## src/rtl/hpdcache_pkg.sv

```systemverilog
// Shared types for the round-robin grant scheduler.
// FSM state encoding and handshake counter width.
package hpdcache_pkg;

  typedef enum logic {
    UNLOCKED = 1'b0,
    LOCKED   = 1'b1
  } sched_state_e;

  localparam int unsigned HS_CNT_W = 32;

endpackage

```

## src/rtl/hpdcache_1hot_to_binary.sv

```systemverilog
// One-hot to binary index encoder; zero input gives index 0.
// Ports: onehot (N) in, bin (Log2N) out.
module hpdcache_1hot_to_binary #(
  parameter  int unsigned N     = 4,
  localparam int unsigned Log2N = N > 1 ? $clog2(N) : 1
) (
  input  logic [N-1:0]     onehot,
  output logic [Log2N-1:0] bin
);

  always_comb begin
    bin = '0;
    for (int i = 0; i < N; i++) begin
      if (onehot[i]) bin = bin | Log2N'(i);
    end
  end

endmodule

```

## src/rtl/hpdcache_rr_grant_scheduler.sv

```systemverilog
// Round-robin scheduler sharing one ready/valid port among N requesters.
// Ports: clk_i, rst_ni, req_valid_i/req_ready_o (N), gnt_valid_o,
// gnt_ready_i, gnt_o (N), gnt_idx_o (Log2N), hs_cnt_o (32).
// Macros: HPDCACHE_RR_SCHED_HS_CNT_EN enables the handshake counter,
// HPDCACHE_ASSERT_OFF removes the locked-grant protocol assertion.
module hpdcache_rr_grant_scheduler
  import hpdcache_pkg::*;
#(
  parameter  int unsigned N     = 4,
  localparam int unsigned Log2N = N > 1 ? $clog2(N) : 1
) (
  input  logic                clk_i,
  input  logic                rst_ni,
  input  logic [N-1:0]        req_valid_i,
  output logic [N-1:0]        req_ready_o,
  output logic                gnt_valid_o,
  input  logic                gnt_ready_i,
  output logic [N-1:0]        gnt_o,
  output logic [Log2N-1:0]    gnt_idx_o,
  output logic [HS_CNT_W-1:0] hs_cnt_o
);

  sched_state_e state_q, state_d;
  logic [N-1:0] prio_q, prio_d;
  logic [N-1:0] gnt_q, gnt_d;
  logic [N-1:0] req_hi, winner, gnt;
  logic         gnt_valid, hs;

  function automatic logic [N-1:0] rotl1(input logic [N-1:0] x);
    return (x << 1) | (x >> (N - 1));
  endfunction

  // Requests at or above the priority position win first;
  // otherwise wrap to the lowest requester. x & -x isolates
  // the lowest set bit.
  always_comb begin
    req_hi = req_valid_i & ~(prio_q - N'(1));
    if (|req_hi) winner = req_hi & (~req_hi + N'(1));
    else winner = req_valid_i & (~req_valid_i + N'(1));
  end

  always_ff @(posedge clk_i or negedge rst_ni) begin
    if (!rst_ni) begin
      state_q <= UNLOCKED;
      prio_q  <= N'(1);
      gnt_q   <= '0;
    end else begin
      state_q <= state_d;
      prio_q  <= prio_d;
      gnt_q   <= gnt_d;
    end
  end

  always_comb begin
    state_d = state_q;
    prio_d  = prio_q;
    gnt_d   = gnt_q;
    if (hs) begin
      prio_d  = rotl1(gnt);
      state_d = UNLOCKED;
    end else if (gnt_valid && state_q == UNLOCKED) begin
      gnt_d   = winner;
      state_d = LOCKED;
    end
  end

  always_comb begin
    gnt       = winner;
    gnt_valid = |req_valid_i;
    unique case (state_q)
      UNLOCKED: ;
      LOCKED: begin
        gnt       = gnt_q;
        gnt_valid = 1'b1;
      end
    endcase
  end

  assign hs          = gnt_valid & gnt_ready_i;
  assign gnt_o       = gnt;
  assign gnt_valid_o = gnt_valid;
  assign req_ready_o = gnt & {N{gnt_ready_i}};

  hpdcache_1hot_to_binary #(
    .N(N)
  ) i_enc (
    .onehot(gnt),
    .bin   (gnt_idx_o)
  );

`ifdef HPDCACHE_RR_SCHED_HS_CNT_EN
  logic [HS_CNT_W-1:0] hs_cnt_q;

  always_ff @(posedge clk_i or negedge rst_ni) begin
    if (!rst_ni) hs_cnt_q <= '0;
    else if (hs && !(&hs_cnt_q)) hs_cnt_q <= hs_cnt_q + HS_CNT_W'(1);
  end

  assign hs_cnt_o = hs_cnt_q;
`else
  assign hs_cnt_o = '0;
`endif

`ifndef HPDCACHE_ASSERT_OFF
  lock_hold_a: assert property (
    @(posedge clk_i) disable iff (!rst_ni)
    (state_q == LOCKED) |-> |(req_valid_i & gnt_q)
  ) else $error("granted request dropped while locked");
`endif

endmodule

```

## config.mk

```make
export PLATFORM = sky130hd
export DESIGN_NAME = hpdcache_rr_grant_scheduler
export DESIGN_NICKNAME = d
export VERILOG_FILES = /design/src/rtl/hpdcache_pkg.sv /design/src/rtl/hpdcache_1hot_to_binary.sv /design/src/rtl/hpdcache_rr_grant_scheduler.sv
export SDC_FILE = /design/constraint.sdc
export NUM_CORES = 1
export LEC_CHECK = 0
export BUFFER_PORTS_ARGS = -buffer_cell sky130_fd_sc_hd__buf_2
export CAP_MARGIN = 20
export CORE_MARGIN = 1.5
export CORE_UTILIZATION = 39
export CTS_CLUSTER_SIZE = 40
export DETAILED_ROUTE_END_ITERATION = 6
export PLACE_DENSITY = 0.75
export SYNTH_ARGS = -nofsm -noshare
export SYNTH_HDL_FRONTEND = slang
export SYNTH_SLANG_ARGS = --single-unit
```

## constraint.sdc

```tcl
create_clock -name clk_i -period 1.9 [get_ports clk_i]
set_clock_uncertainty 0.05 [all_clocks]
set_input_delay 0.285 -clock clk_i [delete_from_list [all_inputs] [get_ports clk_i]]
set_output_delay 0.285 -clock clk_i [all_outputs]
set_load 0.05 [all_outputs]
```

==> qor.yml, run 1 <==
outcome:
  run_status: "complete, but fails checks"
  failed_checks: "negative setup slack"
route:
  number_of_iterations_in_the_first_detailed_routing_pass: 4
  detail_route.wirelength_um: 2630
  avgRoutedWirePerCell_um: 14.7
  remaining_drc_errors: 0
  drt_iter0_markers: 33
  detail_route.vias_per_cell: 4.97
  detail-route-antenna-nets: 0
  dr_vias: 890
floorplanning:
  floorplan.rows: 16
  dieHeight_um: 50.2
  die-area_um2: 2520
  die_x_um: 50.2
  initial_core_utilization_pct: 42.9
  coreArea_um2: 2020
  top_level_ports: 50
global_route:
  number_of_global_route_vias_before_repair: 736
  global_route_wire_length_before_repair_um: 3530
  gr-total-overflow: 0
  initial_antenna_violation_count: 0
  grt_start_max_net_pins: 10
  grt.total_usage_pct: 20.0
placement:
  dp.final_hpwl_um: 1630
  placement.setup.worst_slack_ps: -325
  buffer_ports.inserted: 17
  routabilityCongestion: 0.880
  dp.cells: 166
cts:
  ctsRootBufferMaster: "clkbuf_4"
  cts_tree: "done"
  clk_pin_slew_worst_paths_ps: 80
  insertion_delay_ps: 280
  clock-sinks: 9
  cts.path.max_buffers: 2
  cts-buffers-inserted: 3
  cts_max_level: 1
worst_setup_path:
  critical_path.max_stage_delay_ps: 580
  cp_max_fo: 4
  path_class: "reg -> out"
  worstPathArrival_ps: 2160
  timing.critical_path.from_type: "register"
  worst_ep_required_time_ps: 1560
  reg2reg_setup_slack_ps: -160
  timing.critical_path.slowest_stage_cell: "dfstp_2"
  critical_path.reg2reg.startpoint: "prio_q[0]$_DFFE_PN1P_"
  timing.rr.end: "prio_q[3]$_DFFE_PN0P_"
  endpoint_kind: "output port"
  timing.reg2reg.worst_path_depth: 7
  timing.critical_path.cells: "inv_2 -> ha_4 -> a22o_4 -> and4bb_2 -> a211o_4 -> nand2b_4 -> buf_8"
pwr:
  p_leak_uw: 0.000662
  share_clk_of_total_power_pct: 6.0
  internal_power_uw: 1350
  combPwrFrac_pct: 81.3
  power.density_nw_per_um2: 2060
  swShare_pct: 50.6
  power.share.sequential_pct: 12.7
  irDropWorstVdd_mv: 1.20
  power.switching_uw: 1380
sta:
  rsz0062_at_grt: "true"
  timing.final.ws_setup_ps: -592
  layout_worst_path_cycle_share_pct: 131
  fmaxAchievable_mhz: 401
  number_of_setup_violations_in_the_final_report: 12
  setup_tns_ps: -5670
  hold-worst-slack_ps: 218
  timing.final.max_slew_violations: 0
  final_period_minus_worst_setup_slack_ps: 2490
  final-hold-violation-count: 0
yosys:
  synth_seq_area_share_pct: 26.1
  synth_cells: 109
  warnings_synthesis: 0
  synth-seq-cells: 9
  post_synth.cell_area_avg_um2: 7.97
  synth_area_um2: 868
  synthDistinctLibCells: 34
worst_hold_path:
  min-delay-start: "gnt_ready_i"
  worstHoldEndpoint: "state_q$_DFFE_PN0P_"
  hold_path_depth: 2
  hold_path.class: "in -> reg"
final_layout:
  post_route_cells_drive_above_1_share_pct: 45.4
  area_delta_synth_final_pct: 53.2
  finish.cell_count_without_fillers: 179
  final_net_count: 161
  mostFrequentLayoutCells: "conb_1 (32), buf_4 (22), nand2_1 (10)"
  layout.cells.most_common: "conb_1"
  num_antenna_cells: 0
  final_core_utilization_pct: 65.8
job:
  count_of_maximum_capacitance_violations: 0
[state kept, by name, summed over array words and instances, names as in the netlist]
register and cells:
prio_q 4, gnt_q 4, state_q 1
[how the worst max path moves through the flow]
stage | start | end | slack (ps) | depth (start not counted)
floorplan | prio_q[0]$_DFFE_PN1P_ | req_ready_o[0] | -280 | 6
global placement | prio_q[0]$_DFFE_PN1P_ | gnt_idx_o[1] | -290 | 7
detailed placement | prio_q[0]$_DFFE_PN1P_ | gnt_idx_o[1] | -330 | 7
CTS | prio_q[0]$_DFFE_PN1P_ | gnt_idx_o[1] | -540 | 7
global route | prio_q[0]$_DFFE_PN1P_ | gnt_idx_o[1] | -620 | 7
finish | prio_q[0]$_DFFE_PN1P_ | gnt_idx_o[1] | -590 | 7
[power by group through the flow]
stage	clock network (uW)	registers [uW]	logic, uW
floorplan	0	341	1370
global placement	0	335	1690
detailed placement	0	338	1720
CTS	159	333	2010
global route	170	357	2310
finish	163	349	2220
[layer usage]
layer  share of wire (%)  vias to the layer above  track usage [%]
met5                   0                        -                0
met4                 3.0                        0             9.72
met3                 7.3                        9             3.57
met2                  48                       53             34.0
met1                  42                      432             24.1
li1                    -                      396                -
[critical path, delay by kind of cell, from the launching register on]
| kind | cells | cell delay, ps |
|---|---|---|
| DFF | 1 | 580 |
| buffers and inverters | 2 | 220 |
| adders and majority gates | 1 | 280 |
| AOI/OAI and AO/OA | 2 | 420 |
| and+or+nand+nor | 2 | 380 |
[synth_stat cells, drive strengths merged]
cell	n	area, um2
a211o	1	8.76
a21boi	1	7.51
a21oi	3	15.0
a22o	3	27.5
a31oi	2	12.5
a41o	2	21.3
a41oi	1	8.76
and2	6	38.8
and3	2	12.5
and4bb	1	12.5
buf	33	245
clkbuf	1	3.75
conb	1	3.75
dfrtp	8	200
dfstp	1	26.3
ha	1	12.5
inv	8	30.0
nand2	12	45.0
nand2b	1	6.26
nand3	1	5.00
nor2	3	11.3
nor3b	1	7.51
nor4	2	12.5
o21ai	6	30.0
o31a	1	8.76
o31ai	3	22.5
or3	1	6.26
or4	1	7.51
or4b	1	10.0
xnor2	1	8.76
[what timing repair did]
item,CTS,global route
resized for setup,27,7
hold endpoints to repair,8,0
endpoints found under the setup margin,11,14
buffers inserted,3,5
hold buffers,1,0
pin swaps,7,3
cloned,0,0
[layout make-up]
| type | instances | area, um2 |
|---|---|---|
| fillers | 173 | 692 |
| flip-flops and latches | 9 | 228 |
| well taps | 27 | 33.8 |
| inverters | 8 | 36.3 |
| multi-input cells | 89 | 631 |
| clock buffers | 4 | 26.3 |
| repair buffers | 42 | 375 |
[cells by family (layout without fill, tap and decap cells)]
kind of cell / Yosys count / count (layout) / share of synthesized area (%)
buf+inv: 42 / 54 / 32.1
simple gates: 32 / 32 / 20.2
compound gates: 23 / 23 / 18.7
flops: 9 / 9 / 26.1
fa+ha+maj: 1 / 1 / 1.44
other cells: 1 / 32 / 0.432
xor+xnor: 1 / 1 / 1.01
[metrics by stage]
stage	total power [uW]	cell area [um2]
floorplan	1720	1140
global placement	2020	1120
detailed placement	2050	1120
CTS	2500	1270
global route	2830	1330
finish	2740	1330
Power figures use the tool's default switching activity.
==> run 2, diff against run 1 <==
- ABC_AREA: unset -> 1
==> run 2 against run 1 <==
The flow still finishes with violations (negative setup slack). Fmax is 3.7% higher. Sequential share of layout area is 0.084 points higher. Clock-buffer cell count unchanged. Core utilization is 0.68 points lower. Synthesized cell count is 14% higher. Flip-flop and latch count is the same. Final area shrank 1.0%. First-iteration DRC count shrank 12%. Worst hold slack gained 130 ps. Global-route usage shrank 1.3 points. Power down 49%. Register-to-register slack improved by 230 ps. Critical path type unchanged. Critical endpoint is now req_ready_o[0].
==> qor.yml, run 2 <==
route:
  detail_route.vias_per_cell: 4.67  # was 4.97
  number_of_iterations_in_the_first_detailed_routing_pass: 4  # unchanged
  avgRoutedWirePerCell_um: 14.6  # was 14.7 um
  drt_iter0_markers: 29  # was 33
  detail-route-antenna-nets: 0  # unchanged
  detail_route.wirelength_um: 2710  # was 2630 um
  dr_vias: 868  # was 890
  remaining_drc_errors: 0  # unchanged
yosys:
  synth_largest_area_cell: "buf_4"  # unchanged
  synth_top_cells_by_area: "buf_4 (28%), dfrtp_1 (23%), nand2_1 (11%)"  # was buf_4 (28%), dfrtp_1 (23%), nand2_1 (5.2%)
  synth_top_area_share_pct: 27.8  # was 27.7%
  post_synth.cell_area_avg_um2: 6.96  # was 7.97 um2
  async_flop_share_pct: 100  # unchanged
  warnings_synthesis: 0  # unchanged
  cell_types_with_the_highest_counts_after_synthesis: "buf_4 (32), nand2_1 (25), inv_1 (15)"  # was buf_4 (32), nand2_1 (12), dfrtp_1 (8), inv_1 (8), o21ai_0 (6)
  synth-seq-cells: 9  # unchanged
  synthDistinctLibCells: 19  # was 34
  count_of_flip_flops_with_a_built_in_enable_after_synthesis: 0  # unchanged
  synth_seq_area_share_pct: 26.2  # was 26.1%
  synth_area_um2: 863  # was 868 um2
  synth_most_common_cell: "buf_4"  # unchanged
  synth_cells: 124  # was 109
  synth_ff_type: "dfrtp_1"  # unchanged
placement:
  buffer_ports.inserted: 17  # unchanged
  dp.final_hpwl_um: 1480  # was 1630 um
  routabilityCongestion: 0.819  # was 0.880
worst_setup_path:
  cp_max_fo: 5  # was 4
  worstPathArrival_ps: 2070  # was 2160 ps
  crit_path_start: "prio_q[0]$_DFFE_PN1P_"  # unchanged
  endpoint_kind: "output port"  # unchanged
  critical_path.reg2reg.startpoint: "prio_q[0]$_DFFE_PN1P_"  # unchanged
  critical_path.max_stage_delay_ps: 560  # was 580 ps
  worst_ep_required_time_ps: 1560  # about the same
  timing.reg2reg.worst_path_depth: 12  # was 7
  path_class: "reg -> out"  # unchanged
  timing.critical_path.slowest_stage_cell: "dfstp_2"  # unchanged
  reg2reg_setup_slack_ps: 70  # was -160 ps
  timing.critical_path.cells: "inv_4 -> ha_4 -> nand2_2 -> nand2_2 -> inv_2 -> nand2_2 -> clkinv_4 -> nand3_4 -> nand3_4 -> nand3_4 -> clkinvlp_4 -> buf_8"  # was inv_2 -> ha_4 -> a22o_4 -> and4bb_2 -> a211o_4 -> nand2b_4 -> buf_8
  timing.critical_path.from_type: "register"  # unchanged
sta:
  hold-worst-slack_ps: 345  # was 218 ps
  number_of_setup_violations_in_the_final_report: 10  # was 12
  final-hold-violation-count: 0  # unchanged
  timing.final.ws_setup_ps: -504  # was -592 ps
  layout_worst_path_cycle_share_pct: 127  # was 131%
  fmaxAchievable_mhz: 416  # was 401 MHz
  timing.final.max_slew_violations: 0  # unchanged
  rsz0062_at_grt: "true"  # unchanged
  final_period_minus_worst_setup_slack_ps: 2400  # was 2490 ps
job:
  count_of_maximum_capacitance_violations: 0  # unchanged
floorplanning:
  initial_core_utilization_pct: 42.7  # was 42.9%
  coreArea_um2: 2020  # unchanged
  dieHeight_um: 50.1  # was 50.2 um
  die_x_um: 50.1  # was 50.2 um
  die-area_um2: 2510  # was 2520 um2
  floorplan.rows: 16  # unchanged
  top_level_ports: 50  # unchanged
final_layout:
  post_route_cells_drive_above_1_share_pct: 49.7  # was 45.4%
  area_delta_synth_final_pct: 52.5  # was 53.2%
  num_antenna_cells: 0  # unchanged
  final.fill_count: 149  # was 173
  layout.cells.most_common: "conb_1"  # unchanged
  final_core_utilization_pct: 65.1  # was 65.8%
  final_net_count: 168  # was 161
  largest_registers_ranked_by_flip_flop_count: "gnt_q x4, prio_q x4, state_q x1"  # unchanged
  mostFrequentLayoutCells: "conb_1 (32), nand2_1 (17), buf_4 (14)"  # was conb_1 (32), buf_4 (22), nand2_1 (10)
global_route:
  number_of_global_route_vias_before_repair: 772  # was 736
  grt.total_usage_pct: 18.6  # was 20.0%
  grt_start_max_net_pins: 10  # unchanged
  global_route_wire_length_before_repair_um: 3510  # was 3530 um
  gr-total-overflow: 0  # unchanged
  initial_antenna_violation_count: 0  # unchanged
cts:
  insertion_delay_ps: 270  # was 280 ps
  cts_tree: "done"  # unchanged
  cts.path.max_buffers: 2  # unchanged
  clk_pin_slew_worst_paths_ps: 70  # was 80 ps
  clock-sinks: 9  # unchanged
  ctsRootBufferMaster: "clkbuf_4"  # unchanged
  cts-buffers-inserted: 3  # unchanged
  cts_max_level: 1  # unchanged
worst_hold_path:
  hold_path_depth: 3  # was 2
  min-delay-start: "req_valid_i[0]"  # was gnt_ready_i
  hold_path.class: "in -> reg"  # unchanged
outcome:
  failed_checks: "negative setup slack"  # unchanged
  run_status: "complete, but fails checks"  # unchanged
pwr:
  p_leak_uw: 0.000645  # was 0.000662 uW
  irDropWorstVdd_mv: 0.580  # was 1.20 mV
  power.density_nw_per_um2: 1060  # was 2060 nW/um2
run 2: cell count changes in the layout (fill, tap and decap cells not counted), sizes merged, moves of 3 or more:
cell / previous run / this run
nor2: 3 / 7
o21ai: 6 / 0
a22o: 3 / 0
nand2: 12 / 29
nand3: 1 / 14
buf: 41 / 31
or2: 0 / 3
inv: 7 / 11
and2: 6 / 0
o31ai: 3 / 0
clkinvlp: 1 / 7
run 2: area by class of cell:
cell class                      instances  area, um2  share of cell area (%)
Timing Repair Buffer                   32        285                    21.7
Sequential cell                         9        226                    17.2
Inverter                               19        105                    7.98
Tap cell                               27       33.8                    2.57
Clock buffer                            4       26.3                    2.00
Multi-Input combinational cell         95        639                    48.6
run 2: per-layer routing:
metal  GRT usage [%]  vias to the layer above  share of wire [%]
met5               0                        -                  0
met4            6.48                        0                1.1
met3            3.64                        6                6.2
met2            35.3                       49                 57
met1            20.1                      419                 35
li1                -                      394                  -
run 2: power breakdown:
group	internal (uW)	total (uW)	switching, uW
sequential	234	268	33.8
clock	81.3	163	81.7
combinational	323	964	641
run 2: critical path: cells and delay by family (launching register included):
family                     cells  cell delay [ps]
DFF                            1              560
and+or+nand+nor                6              510
buffers and inverters          5              460
adders and majority gates      1              260
run 2: cell families after synthesis:
kind of cell	Yosys count	share of synthesized area, %
AND/OR/NAND/NOR	57	32.5
buffers and inverters	51	36.1
flip-flops	9	26.2
AO/OA/AOI/OAI	5	3.33
adder cells (fa/ha/maj)	1	1.45
other	1	0.434
run 2: path summary, 6_finish.rpt:
path                                    endpoint
min                         gnt_q[0]$_DFFE_PN0P_
max in group asynchronous  prio_q[0]$_DFFE_PN1P_
max                               req_ready_o[0]
min in group asynchronous  prio_q[2]$_DFFE_PN0P_
min reg2reg                prio_q[3]$_DFFE_PN0P_
max reg2reg                prio_q[3]$_DFFE_PN0P_
run 2: per-stage QoR:
step	TNS [ps]	worst slack [ps]	std cells	power (uW)	cell area, um2
finish	-4340	-504	186	1390	1320
global route	-4850	-541	186	1450	1320
CTS	-3190	-360	181	1260	1210
detailed placement	-1310	-174	175	968	1030
global placement	-1040	-150	175	953	1030
floorplan	-154	-51.1	155	874	1090
run 2: repair_timing:
action,in CTS,in global routing
gates cloned,0,0
endpoints found under the setup margin,10,10
pin swaps,8,8
resized for setup,35,13
hold endpoints to repair,8,0
buffers inserted,1,5
hold buffers,1,0
